<file path="src/rtl/seg7_scan_ctrl_if.sv">
// Scan controller bus: digit data and masks in, decoder nibble and anodes out.
// master = digit source / display side, slave = seg7_scan_ctrl.
interface seg7_scan_ctrl_if #(
  parameter int N_DIG = 6
);
  logic [4*N_DIG-1:0] iDIGITS;
  logic [N_DIG-1:0]   iBLANK;
  logic [N_DIG-1:0]   iBLINK;
  logic [3:0]         oDIG;
  logic [N_DIG-1:0]   oAN;
  logic               oFRAME;
  logic               oBLINK_PH;

  modport master (
    output iDIGITS, iBLANK, iBLINK,
    input  oDIG, oAN, oFRAME, oBLINK_PH
  );

  modport slave (
    input  iDIGITS, iBLANK, iBLINK,
    output oDIG, oAN, oFRAME, oBLINK_PH
  );
endinterface

</file>
<file path="src/rtl/seg7_scan_ctrl.sv">
// 7-seg multiplexed scan: per-digit blank/blink, ghost gap, frame snapshot.
// Ports: iCLK, iRST (async high), bus (slave: digits/masks in, dig/an out).
module seg7_scan_ctrl #(
  parameter int N_DIG        = 6,
  parameter int SCAN_DIV     = 50000,
  parameter int BLANK_CYC    = 16,
  parameter int BLINK_FRAMES = 64
) (
  input logic            iCLK,
  input logic            iRST,
  seg7_scan_ctrl_if.slave bus
);
  localparam int CW = $clog2(SCAN_DIV);
  localparam int IW = $clog2(N_DIG);
  localparam int FW =
    (BLINK_FRAMES > 1) ? $clog2(BLINK_FRAMES) : 1;
  localparam int ON_CYC = SCAN_DIV - BLANK_CYC;

  localparam logic [CW-1:0] B_LAST = CW'(BLANK_CYC - 1);
  localparam logic [CW-1:0] O_LAST = CW'(ON_CYC - 1);
  localparam logic [IW-1:0] I_LAST = IW'(N_DIG - 1);
  localparam logic [FW-1:0] F_LAST = FW'(BLINK_FRAMES - 1);

  typedef enum logic {
    S_BLANK,
    S_ON
  } state_t;

  state_t             state, state_n;
  logic [CW-1:0]      cnt, cnt_n;
  logic [IW-1:0]      idx, idx_n;
  logic [4*N_DIG-1:0] snap, snap_n;
  logic [FW-1:0]      fcnt, fcnt_n;
  logic               bph, bph_n;
  logic               start;
  logic [N_DIG-1:0]   an, an_n;
  logic [3:0]         dig, dig_n;
  logic               frame;
  logic               load, fend, dark;

  always_comb begin
    state_n = state;
    cnt_n   = cnt + 1'b1;
    idx_n   = idx;
    load    = 1'b0;
    fend    = 1'b0;
    // first edge after reset is the BLANK entry of slot 0
    if (start) begin
      state_n = S_BLANK;
      cnt_n   = '0;
      idx_n   = '0;
      load    = 1'b1;
    end else begin
      unique case (state)
        S_BLANK: begin
          if (cnt == B_LAST) begin
            state_n = S_ON;
            cnt_n   = '0;
          end
        end
        S_ON: begin
          if (cnt == O_LAST) begin
            state_n = S_BLANK;
            cnt_n   = '0;
            if (idx == I_LAST) begin
              idx_n = '0;
              fend  = 1'b1;
              load  = 1'b1;
            end else begin
              idx_n = idx + 1'b1;
            end
          end
        end
        default: state_n = S_BLANK;
      endcase
    end

    fcnt_n = fcnt;
    bph_n  = bph;
    if (fend) begin
      if (fcnt == F_LAST) begin
        fcnt_n = '0;
        bph_n  = ~bph;
      end else begin
        fcnt_n = fcnt + 1'b1;
      end
    end

    snap_n = load ? bus.iDIGITS : snap;
    dig_n  = snap_n[4*int'(idx_n) +: 4];

    // masks are live; phase is the one valid after this edge
    dark = bus.iBLANK[idx_n] |
           (bus.iBLINK[idx_n] & bph_n);
    an_n = '1;
    if (state_n == S_ON && !dark)
      an_n = ~(N_DIG'(1) << idx_n);
  end

  always_ff @(posedge iCLK or posedge iRST) begin
    if (iRST) begin
      state <= S_BLANK;
      cnt   <= '0;
      idx   <= '0;
      snap  <= '0;
      fcnt  <= '0;
      bph   <= 1'b0;
      start <= 1'b1;
      an    <= '1;
      dig   <= '0;
      frame <= 1'b0;
    end else begin
      state <= state_n;
      cnt   <= cnt_n;
      idx   <= idx_n;
      snap  <= snap_n;
      fcnt  <= fcnt_n;
      bph   <= bph_n;
      start <= 1'b0;
      an    <= an_n;
      dig   <= dig_n;
      frame <= fend;
    end
  end

  assign bus.oAN       = an;
  assign bus.oDIG      = dig;
  assign bus.oFRAME    = frame;
  assign bus.oBLINK_PH = bph;
endmodule

</file>
<file path="src/flat_wrapper.sv">
// flat-port wrapper written by rule: the top's interface ports become plain ports
module seg7_scan_ctrl_flat 
#(
  parameter int N_DIG        = 6,
  parameter int SCAN_DIV     = 50000,
  parameter int BLANK_CYC    = 16,
  parameter int BLINK_FRAMES = 64
)
  (iCLK, iRST, bus_iDIGITS, bus_iBLANK, bus_iBLINK, bus_oDIG, bus_oAN, bus_oFRAME, bus_oBLINK_PH);
  seg7_scan_ctrl_if #(.N_DIG(N_DIG)) bus_i ();
  input logic iCLK;
  input logic iRST;
  input wire logic [$bits(bus_i.iDIGITS)-1:0] bus_iDIGITS;
  input wire logic [$bits(bus_i.iBLANK)-1:0] bus_iBLANK;
  input wire logic [$bits(bus_i.iBLINK)-1:0] bus_iBLINK;
  output wire logic [$bits(bus_i.oDIG)-1:0] bus_oDIG;
  output wire logic [$bits(bus_i.oAN)-1:0] bus_oAN;
  output wire logic [$bits(bus_i.oFRAME)-1:0] bus_oFRAME;
  output wire logic [$bits(bus_i.oBLINK_PH)-1:0] bus_oBLINK_PH;
  assign bus_i.iDIGITS = bus_iDIGITS;
  assign bus_i.iBLANK = bus_iBLANK;
  assign bus_i.iBLINK = bus_iBLINK;
  assign bus_oDIG = bus_i.oDIG;
  assign bus_oAN = bus_i.oAN;
  assign bus_oFRAME = bus_i.oFRAME;
  assign bus_oBLINK_PH = bus_i.oBLINK_PH;
  seg7_scan_ctrl #(.N_DIG(N_DIG), .SCAN_DIV(SCAN_DIV), .BLANK_CYC(BLANK_CYC), .BLINK_FRAMES(BLINK_FRAMES)) u_core (.iCLK(iCLK), .iRST(iRST), .bus(bus_i));
endmodule
</file>
<file path="config.mk">
export PLATFORM = sky130hd
export DESIGN_NAME = seg7_scan_ctrl_flat
export DESIGN_NICKNAME = d
export VERILOG_FILES = /design/src/rtl/seg7_scan_ctrl_if.sv /design/src/rtl/seg7_scan_ctrl.sv /design/src/flat_wrapper.sv
export SDC_FILE = /design/constraint.sdc
export NUM_CORES = 1
export LEC_CHECK = 0
export ABC_AREA = 1
export CAP_MARGIN = 20
export CELL_PAD_IN_SITES_DETAIL_PLACEMENT = 1
export CELL_PAD_IN_SITES_GLOBAL_PLACEMENT = 1
export CORE_ASPECT_RATIO = 1.4
export CORE_MARGIN = 10
export CORE_UTILIZATION = 36
export DETAILED_ROUTE_END_ITERATION = 6
export PLACE_DENSITY_LB_ADDON = 0.1
export REMOVE_ABC_BUFFERS = 1
export SKIP_CTS_REPAIR_TIMING = 1
export SYNTH_ARGS = -nofsm -noshare
export SYNTH_HDL_FRONTEND = slang
export SYNTH_SLANG_ARGS = --single-unit
</file>
<file path="constraint.sdc">
create_clock -name iCLK -period 1.8 [get_ports iCLK]
set_clock_uncertainty 0.15 [all_clocks]
set_input_delay 0.18 -clock iCLK [delete_from_list [all_inputs] [get_ports iCLK]]
set_output_delay 0.18 -clock iCLK [all_outputs]
set_load 0.01 [all_outputs]
</file>
==> results.sh <==
export IMPL_outcome="finished, violations left"
export IMPL_violations="setup timing"
export IMPL_wire_per_inst_um=16.5
export IMPL_path_cells="nor2_2, nand2_2, nor2_4, nand3_4, buf_4, o21ai_4, nand2_4, buf_4, nor2_4, a22oi_1, nand2_1"
export IMPL_critPathKind="reg2reg"
export IMPL_synth_top_area_share_pct=43.7
export IMPL_grt_overflow_total=0
export IMPL_dp_hpwl_um=7250
export IMPL_ys_seq_area_share_pct=49.5
export IMPL_yosys_warnings=0
export IMPL_die_area_mm2=0.0131
export IMPL_async_reset_ff_share_pct=100
export IMPL_avgSynthCellArea_um2=8.55
export IMPL_tns_ps=-5470
export IMPL_netlist_instances=375
export IMPL_dr_pass1_iters=6
export IMPL_final_core_util_pct=57.5
export IMPL_critPathLaunchType="flop"
export IMPL_post_place_ws_ps=-419
export IMPL_cp_top_family="simple AND/OR/NAND/NOR gates"
export IMPL_synth_area_leader_cell="dfrtp_1"
export IMPL_fin_cells=614
export IMPL_drv_cap=0
export IMPL_crit_path_end_kind="flop"
export IMPL_routed_wirelength_um=10100
export IMPL_die_w_um=99.8
export IMPL_layout_setup_ws_ps=-353
export IMPL_clk_latency_ps=340
export IMPL_maxSlewViolCount=0
export IMPL_synth_area_mm2=0.00321
export IMPL_core_area_mm2=0.00866
export IMPL_grt_max_degree=64
export IMPL_antenna_found_initial=0
export IMPL_cp_buffers_inverters=2
export IMPL_cp_arrival_ps=2280
export IMPL_dpl_cell_count=585
export IMPL_vias=3026
export IMPL_diodes=0
export IMPL_worstHoldPathType="in2async"
export IMPL_slowest_stage="dfrtp_1"
export IMPL_ys_flop_type="dfrtp_1"
export IMPL_max_stage_delay_ps=400
export IMPL_stdcell_area_mm2=0.00498
export IMPL_num_nets_final=544
export IMPL_io_buffers=49
export IMPL_clkSinkCount=63
export IMPL_rsz0062_at_grt="yes"
export IMPL_htree_levels=3
export IMPL_setup_viol=40
export IMPL_drive_gt1_share_pct=34.0
export IMPL_tritoncts="done"
export IMPL_grt_pass1_wl_um=16300
export IMPL_min_period_ps=2150
export IMPL_num_io_pins=50
export IMPL_fillCellCount=1030
export IMPL_numCtsBuffers=9
export IMPL_initial_utilization_pct=37.0
export IMPL_ys_types=38
export IMPL_finalWeightedCongestion=0.823
export IMPL_via_per_inst=4.93
export IMPL_syn_to_final_growth_pct=55.4
export IMPL_finalHoldWorstSlack_ps=73.2
export IMPL_die_h_um=132
export IMPL_cp_max_fo=5
export IMPL_synth_common_cells="nand2_1, dfrtp_1, nand3_1, nor2_1, inv_1"
export IMPL_placed_area_mm2=0.00432
export IMPL_ys_ff_latch=63
export IMPL_rows=40
export IMPL_hold_violations=0
export IMPL_rrSetupSlack_ps=-350
export IMPL_first_global_vias=3391
export IMPL_synth_edf_count=0
export IMPL_total_power_mw=3.89
export IMPL_post_route_period_util_pct=120
export IMPL_cts_clk_slew_worst_paths_ps=60
export IMPL_ant_nets=0
export IMPL_yosysMostFrequentCell="nand2_1"
export IMPL_vdd_drop_max_uv=501
export IMPL_gr_usage_all_layers_pct=15.5
export IMPL_route_detailed_drc=0
export IMPL_cts_root_buf="clkbuf_16"
export IMPL_leakage_nw=2.39
export IMPL_clk_path_buf_depth=2
export IMPL_synthTopCellsByArea="dfrtp_1, nand2_1, dfstp_2"
export IMPL_fmax_mhz=464
export IMPL_dr_first_iter_drc_count=70
export IMPL_power_density_mw_per_mm2=781
export IMPL_crit_required_ps=1930
[power by group]
part	switching, mW	internal (mW)
Sequential	0.0246	1.48
Clock	0.655	1.38
Combinational	0.168	0.179
[worst paths after layout]
kind,from,to,depth (start not counted)
max in group asynchronous,iRST,u_core.bus.oAN[1],3
setup reg to reg,u_core.cnt[13],u_core.bus.oDIG[3],11
setup / recovery,u_core.cnt[13],u_core.bus.oDIG[3],11
hold / removal,iRST,u_core.cnt[14],3
hold reg to reg,u_core.snap[5],u_core.snap[5],2
min in group iCLK,bus_iDIGITS[16],u_core.snap[16],3
[worst register-to-register path, cell delays in order (launching register included)]
cell,delay [ps]
dfrtp_1,400
nor2_2,160
nand2_2,120
nor2_4,200
nand3_4,130
buf_4,170
o21ai_4,130
nand2_4,110
buf_4,160
nor2_4,150
a22oi_1,120
nand2_1,80
[routing by layer]
layer / vias to the layer above / global-route usage (%) / share of wire, %
li1: 1473 / - / -
met1: 1493 / 15.3 / 37
met2: 40 / 29.3 / 58
met3: 20 / 3.52 / 2.7
met4: 0 / 6.63 / 2.7
met5: - / 0 / 0
[area by class of cell]
type / count / area [um2] / area share [%]
flip-flops and latches: 63 / 1590 / 31.8
inverters: 41 / 168 / 3.37
repair buffers: 126 / 1160 / 23.4
clock buffers: 10 / 239 / 4.80
well taps: 105 / 131 / 2.64
multi-input cells: 263 / 1590 / 31.8
clock inverters: 6 / 108 / 2.16
[state kept, by name (all words and copies together) (netlist names)]
register	cells
u_core.cnt	16
u_core.bus.oFRAME	1
u_core.bus.oAN	6
u_core.fcnt	6
u_core.snap	24
u_core.idx	3
u_core.start	1
u_core.bus.oDIG	4
u_core.state	1
u_core.bus.oBLINK_PH	1
[layout by cell type, fill, tap and decap left out, types with 2 or more instances in the layout]
cell type	n
nand2_1	99
buf_4	63
dfrtp_1	56
clkdlybuf4s50_1	49
nand3_1	32
inv_1	28
nor2_1	21
nand4_1	15
nor2_2	10
nor2_4	10
nand2_2	9
inv_2	9
clkbuf_16	9
buf_6	9
o21ai_1	7
dfstp_2	7
nand3_4	6
nand2_4	6
nand3_2	5
a21oi_1	5
buf_12	5
xor2_1	4
nor3_1	4
clkinv_2	3
a22oi_1	3
o21a_1	3
o21ai_2	3
nor3b_1	3
bufinv_16	3
nor3_2	2
a211oi_1	2
xnor2_1	2
[kinds of logic after synthesis]
kind of cell	share of synthesized area (%)
xor+xnor	1.91
compound gates	5.31
buf+inv	6.52
fa+ha+maj	0.781
flops	49.5
other cells	0.117
simple gates	35.9
(Power assumes the default switching activity.)
